===== config.mk =====
export PLATFORM = sky130hd
export DESIGN_NAME = pll_phase_ctrl
export DESIGN_NICKNAME = d
export VERILOG_FILES = /design/src/rtl/pll_phase_ctrl.sv
export SDC_FILE = /design/constraint.sdc
export NUM_CORES = 1
export LEC_CHECK = 0
export BUFFER_PORTS_ARGS = -buffer_cell sky130_fd_sc_hd__buf_4
export CORE_ASPECT_RATIO = 2
export CORE_MARGIN = 1.5
export CORE_UTILIZATION = 50
export CTS_CLUSTER_DIAMETER = 80
export CTS_CLUSTER_SIZE = 24
export DETAILED_ROUTE_END_ITERATION = 6
export PLACE_DENSITY = 0.75
export SLEW_MARGIN = 20
export SYNTH_ARGS = -nofsm -noshare
export SYNTH_HDL_FRONTEND = slang
export SYNTH_SLANG_ARGS = --single-unit

===== constraint.sdc =====
create_clock -name clk -period 1.83 [get_ports clk]
set_input_delay 0.366 -clock clk [delete_from_list [all_inputs] [get_ports clk]]
set_output_delay 0.366 -clock clk [all_outputs]
set_load 0.01 [all_outputs]

===== src/rtl/pll_phase_ctrl.sv =====
// pll_phase_ctrl: EHXPLLL dynamic phase sequencer and lock supervisor.
// Optional per-channel position counters: PLL_PHASE_POS_EN.
module pll_phase_ctrl #(
    parameter int NUM_CH     = 2,
    parameter int STEP_PULSE = 4,
    parameter int SETTLE     = 16,
    parameter int LOCK_FILT  = 1024
) (
    input  logic                  clk,
    input  logic                  rst_n,
    input  logic                  pll_lock_i,
    input  logic                  req_valid,
    output logic                  req_ready,
    input  logic [1:0]            req_ch,
    input  logic                  req_dir,
    input  logic [7:0]            req_steps,
    output logic [1:0]            phasesel,
    output logic                  phasedir,
    output logic                  phasestep,
    output logic                  phaseloadreg,
    output logic                  locked_o,
    output logic                  sys_rst_n,
    output logic                  lock_lost,
    output logic [8*NUM_CH-1:0]   phase_pos_o
);

    localparam int CW   = $clog2(LOCK_FILT);
    localparam int TMAX = (STEP_PULSE > SETTLE) ? STEP_PULSE : SETTLE;
    localparam int TW   = $clog2(TMAX) + 1;

    localparam logic [CW-1:0] CNT_MAX = CW'(LOCK_FILT - 1);
    localparam logic [TW-1:0] LO_LAST = TW'(STEP_PULSE - 1);
    localparam logic [TW-1:0] HI_LAST = TW'(SETTLE - 1);

    typedef enum logic [2:0] {
        LOCK_WAIT,
        IDLE,
        SETUP,
        STEP_LO,
        STEP_HI
    } state_e;

    logic [1:0]    sync_q;
    logic [CW-1:0] cnt_q, cnt_d;
    logic          locked_q, locked_d;
    logic          srst_q;
    logic          lost_q;
    logic          drop;

    state_e        state_q, state_d;
    logic [TW-1:0] tmr_q, tmr_d;
    logic [7:0]    steps_q, steps_d;
    logic [1:0]    ch_q, ch_d;
    logic          dir_q, dir_d;
    logic [1:0]    sel_q, sel_d;
    logic          pdir_q, pdir_d;
    logic          rdy_q, rdy_d;
    logic          pstep_q, pstep_d;
    logic          valid_req;

    // Two-flop synchroniser for the asynchronous PLL lock pin
    always_ff @(posedge clk or negedge rst_n) begin
        if (!rst_n) begin
            sync_q <= 2'b00;
        end else begin
            sync_q <= {sync_q[0], pll_lock_i};
        end
    end

    // Lock filter: count consecutive high samples, any low sample restarts
    always_comb begin
        cnt_d    = cnt_q;
        locked_d = locked_q;
        if (!sync_q[1]) begin
            cnt_d    = '0;
            locked_d = 1'b0;
        end else if (cnt_q == CNT_MAX) begin
            locked_d = 1'b1;
        end else begin
            cnt_d = cnt_q + 1'b1;
        end
    end

    assign drop = locked_q & ~locked_d;

    // Lock state, delayed downstream reset and sticky lock-loss flag
    always_ff @(posedge clk or negedge rst_n) begin
        if (!rst_n) begin
            cnt_q    <= '0;
            locked_q <= 1'b0;
            srst_q   <= 1'b0;
            lost_q   <= 1'b0;
        end else begin
            cnt_q    <= cnt_d;
            locked_q <= locked_d;
            srst_q   <= locked_q;
            lost_q   <= lost_q | drop;
        end
    end

    assign valid_req = (req_steps != 8'd0) &&
                       ({1'b0, req_ch} < 3'(NUM_CH));

    // Step sequencer next state; lock loss overrides everything
    always_comb begin
        state_d = state_q;
        tmr_d   = tmr_q;
        steps_d = steps_q;
        ch_d    = ch_q;
        dir_d   = dir_q;
        sel_d   = sel_q;
        pdir_d  = pdir_q;
        if (drop) begin
            state_d = LOCK_WAIT;
            steps_d = '0;
            tmr_d   = '0;
        end else begin
            unique case (state_q)
                LOCK_WAIT: begin
                    if (locked_q) begin
                        state_d = IDLE;
                    end
                end
                IDLE: begin
                    if (req_valid && rdy_q && valid_req) begin
                        ch_d    = req_ch;
                        dir_d   = req_dir;
                        steps_d = req_steps;
                        state_d = SETUP;
                    end
                end
                SETUP: begin
                    sel_d   = ch_q;
                    pdir_d  = dir_q;
                    tmr_d   = '0;
                    state_d = STEP_LO;
                end
                STEP_LO: begin
                    if (tmr_q == LO_LAST) begin
                        tmr_d   = '0;
                        state_d = STEP_HI;
                    end else begin
                        tmr_d = tmr_q + 1'b1;
                    end
                end
                STEP_HI: begin
                    if (tmr_q == HI_LAST) begin
                        tmr_d   = '0;
                        steps_d = steps_q - 1'b1;
                        state_d = (steps_q == 8'd1) ? IDLE : STEP_LO;
                    end else begin
                        tmr_d = tmr_q + 1'b1;
                    end
                end
                default: begin
                    state_d = LOCK_WAIT;
                end
            endcase
        end
    end

    // Ready only after a full cycle in IDLE; strobe follows STEP_LO a cycle later
    always_comb begin
        rdy_d   = (state_q == IDLE) && (state_d == IDLE);
        pstep_d = !((state_q == STEP_LO) && !drop);
    end

    // Sequencer and PLL pin registers
    always_ff @(posedge clk or negedge rst_n) begin
        if (!rst_n) begin
            state_q <= LOCK_WAIT;
            tmr_q   <= '0;
            steps_q <= '0;
            ch_q    <= '0;
            dir_q   <= 1'b1;
            sel_q   <= '0;
            pdir_q  <= 1'b1;
            rdy_q   <= 1'b0;
            pstep_q <= 1'b1;
        end else begin
            state_q <= state_d;
            tmr_q   <= tmr_d;
            steps_q <= steps_d;
            ch_q    <= ch_d;
            dir_q   <= dir_d;
            sel_q   <= sel_d;
            pdir_q  <= pdir_d;
            rdy_q   <= rdy_d;
            pstep_q <= pstep_d;
        end
    end

`ifdef PLL_PHASE_POS_EN
    logic                pos_rise;
    logic [8*NUM_CH-1:0] pos_q, pos_d;

    assign pos_rise = pstep_d & ~pstep_q;

    // Net position: +1 lag / -1 lead on each rising strobe, modulo 256
    always_comb begin
        pos_d = pos_q;
        if (pos_rise) begin
            for (int n = 0; n < NUM_CH; n++) begin
                if (sel_q == 2'(n)) begin
                    pos_d[8*n +: 8] = pos_q[8*n +: 8] +
                                      (pdir_q ? 8'h01 : 8'hFF);
                end
            end
        end
    end

    // Position counters survive lock loss; cleared only by rst_n
    always_ff @(posedge clk or negedge rst_n) begin
        if (!rst_n) begin
            pos_q <= '0;
        end else begin
            pos_q <= pos_d;
        end
    end

    assign phase_pos_o = pos_q;
`else
    assign phase_pos_o = '0;
`endif

    assign req_ready    = rdy_q;
    assign phasesel     = sel_q;
    assign phasedir     = pdir_q;
    assign phasestep    = pstep_q;
    assign phaseloadreg = 1'b1;
    assign locked_o     = locked_q;
    assign sys_rst_n    = srst_q;
    assign lock_lost    = lost_q;

endmodule


==> flow_summary.yaml <==
synth:
  ys_seq_area_share_pct: 43.79
  syn_inst: 228
  synth_compound_area_share_pct: 17.06
  netlist_area_um2: 2237
  synthSimpleGateAreaFrac_pct: 20.64
  synth_seq_cells: 39
  synth_xor_area_share_pct: 0.7830
  yosysTopAreaCell: "dfrtp_1"
  synth_flop_cell: "dfrtp_1"
  async_flop_share_pct: 100.0
  synth.area.mux_share_pct: 4.362
  synthAdderAreaFrac_pct: 3.356
  yosysWarnings: 0
  synth_top_family_by_area: "simple AND/OR/NAND/NOR gates"
  synth.avg_cell_area_um2: 9.812
  synth_enable_flop_cells: 0
  ys_top_cells_by_area: "dfrtp_1, buf_4, dfstp_2"
  synth_top_area_share_pct: 40.27
  yosys.cell_types.count: 58
global_routing:
  antenna_found_initial: 0
  grt_util_all_layers_pct: 21.72
  grt_max_degree: 40
  grt_pass1_vias: 1827
  overflow: 0
  grt_pass1_wl_um: 8114
sta:
  worst_slew_pin_slew_ps: 507.8
  holdWs_ps: 42.15
  fin_tns_setup_ps: 0
  drv_slew: 0
  hold_violations: 0
  worst_clock_skew_ps: 8.299
  relSlewSlack_pct: 65.67
  max_freq_ghz: 0.5556
  finalSetupViolCount: 0
  rsz0062_at_grt: "yes"
  post-route-period-util_pct: 98.36
  fin_crit_ps: 1800
  setup_slack_ps: 30.00
clock_tree:
  clock-sinks: 39
  holdBufCountCts: 0
  clockRootBuffer: "clkbuf_8"
  clk_latency_ps: 290
  clk_pin_slew_ps: 80
  numCtsBuffers: 5
  cts_tree: "yes"
  htreeDepth: 2
  clk_path_buf_depth: 2
pwr:
  pwr-share-clk_pct: 37.3
  p_leak_nw: 1.231
  pwr-share-comb_pct: 6.4
  swShare_pct: 23.31
  sequentialPowerShare_pct: 56.2
  ir_drop_uv: 553.8
  cellInternalPower_mw: 1.209
  p_per_area_nw_per_um2: 587.5
  power_mw: 1.576
  p_switching_mw: 0.3675
die:
  core-area_um2: 4339
  io_pins: 40
  die_h_um: 97.60
  start_util_pct: 51.56
  die_x_um: 50.30
  die_area_um2: 4909
  rows: 34
layout:
  area_delta_synth_final_pct: 19.91
  nets: 293
  final_core_util_pct: 61.82
  final_layout_size_suffix_gt1_share_pct: 30.88
  diodes: 0
  final_cell_mix: "buf_4, dfrtp_1, nor2_1"
  design_area_um2: 2683
  layout_commonest_cell: "buf_4"
  final_cells: 326
  num-fill-cells: 412
placement:
  port_buffers: 22
  placedCellCount: 318
  gp_congestion: 0.9087
  dpl.hpwl_um: 3878
  place_area_um2: 2534
  post-place-ws_ps: -98.80
detailed_routing:
  drt-initial-drc-count: 51
  viasPerCell: 5.724
  num_vias: 1866
  routed_wl_um: 5210
  dr.pass1.iters: 4
  drc: 0
  wl_per_cell_um: 15.98
  ant_nets: 0
critical_path:
  crit_buf_inv: 0
  start_kind: "flop"
  cpPeakStageDelay_ps: 500
  crit_fanout: 4
  cp_slowest_cell: "or4b_4"
  crit_family: "simple AND/OR/NAND/NOR gates"
  cp-end-kind: "flop"
  cp_cell_sequence: "ha_2 > or4b_4 > a31oi_4 > nor2_4 > a221o_1"
  critPathArrivalTime_ps: 1980
  required_ps: 2010
  crit_type: "flop to flop"
worst_hold_path:
  hold_path.class: "input pin to async pin"
outcome:
  status: "complete, no violations"
run:
  maxCapViolCount: 0
==> power groups by stage <==
stage | sequential (mW) | combinational (mW) | clock, mW
after floorplan | 0.899 | 0.0723 | 0
after global placement | 0.902 | 0.100 | 0
after detailed placement | 0.902 | 0.102 | 0
after CTS | 0.886 | 0.102 | 0.606
after global routing | 0.887 | 0.113 | 0.631
final | 0.886 | 0.101 | 0.589
==> cell usage after synthesis, drive strengths merged (3+ instances only) <==
library cell  number
ha                 6
nor3b              3
buf               24
mux2i              3
nand2             18
a31oi              5
nor4               3
o32ai              5
inv                9
nand3              7
dfrtp             36
mux2               6
and2               3
o21ai              8
nor2              22
or4                5
dfstp              3
nor3               6
a21oi             12
nor4b              3
nor2b              4
==> cells by family after synthesis <==
| kind of cell | Yosys count |
|---|---|
| AOI/OAI and AO/OA | 51 |
| buffers and inverters | 35 |
| muxes | 9 |
| DFF | 39 |
| adders and majority gates | 6 |
| other | 2 |
| and+or+nand+nor | 84 |
| xor gates and xnor gates | 2 |
==> layer usage <==
| metal | GRT usage, % | vias to the layer above | wire length [µm] |
|---|---|---|---|
| met5 | 0 | - | 0 |
| met4 | 13.10 | 0 | 193 |
| met3 | 3.385 | 12 | 185 |
| met2 | 40.49 | 53 | 3012 |
| met1 | 21.07 | 927 | 1818 |
| li1 | - | 874 | - |
==> final timing paths <==
path                                      start                   end  slack, ps  cells after the start
hold reg to reg             sync_q[0]$_DFF_PN0_   sync_q[1]$_DFF_PN0_        360                      0
min in group clk                     pll_lock_i   sync_q[0]$_DFF_PN0_        180                      1
hold / removal                            rst_n    locked_o$_DFF_PN0_         40                      1
setup / recovery           tmr_q[0]$_DFFE_PN0P_  tmr_q[2]$_DFFE_PN0P_         30                      5
setup reg to reg           tmr_q[0]$_DFFE_PN0P_  tmr_q[2]$_DFFE_PN0P_         30                      5
max in group asynchronous                 rst_n  phasedir$_DFFE_PN1P_       1410                      1
==> layout make-up <==
cell class                      instances  area [µm²]  area share, %
Clock inverter                          1       5.005         0.1866
Multi-Input combinational cell        169        1157          43.14
Sequential cell                        39       979.7          36.52
Clock buffer                            6       82.58          3.078
Timing Repair Buffer                   47       352.8          13.15
Tap cell                               54       67.56          2.519
Inverter                               10       37.54          1.399
==> state kept, by name, indices dropped and copies added (netlist names) <==
register,cells
ch_q,2
cnt_q,10
dir_q,1
lock_lost,1
locked_o,1
phasedir,1
phasesel,2
phasestep,1
req_ready,1
state_q,3
steps_q,8
sync_q,2
sys_rst_n,1
tmr_q,5
==> repair_timing <==
action	4_1_cts	5_1_grt
gates resized for setup	5	7
endpoints found under the setup margin	12	11
buffers inserted	1	1
pin swaps	2	4
==> worst reg2reg max path, delay by kind of cell (launching register included) <==
| kind | cells | cell delay (ps) |
|---|---|---|
| simple gates | 2 | 580 |
| compound gates | 2 | 540 |
| flops | 1 | 380 |
| fa+ha+maj | 1 | 200 |
Power figures use the tool's default switching activity.
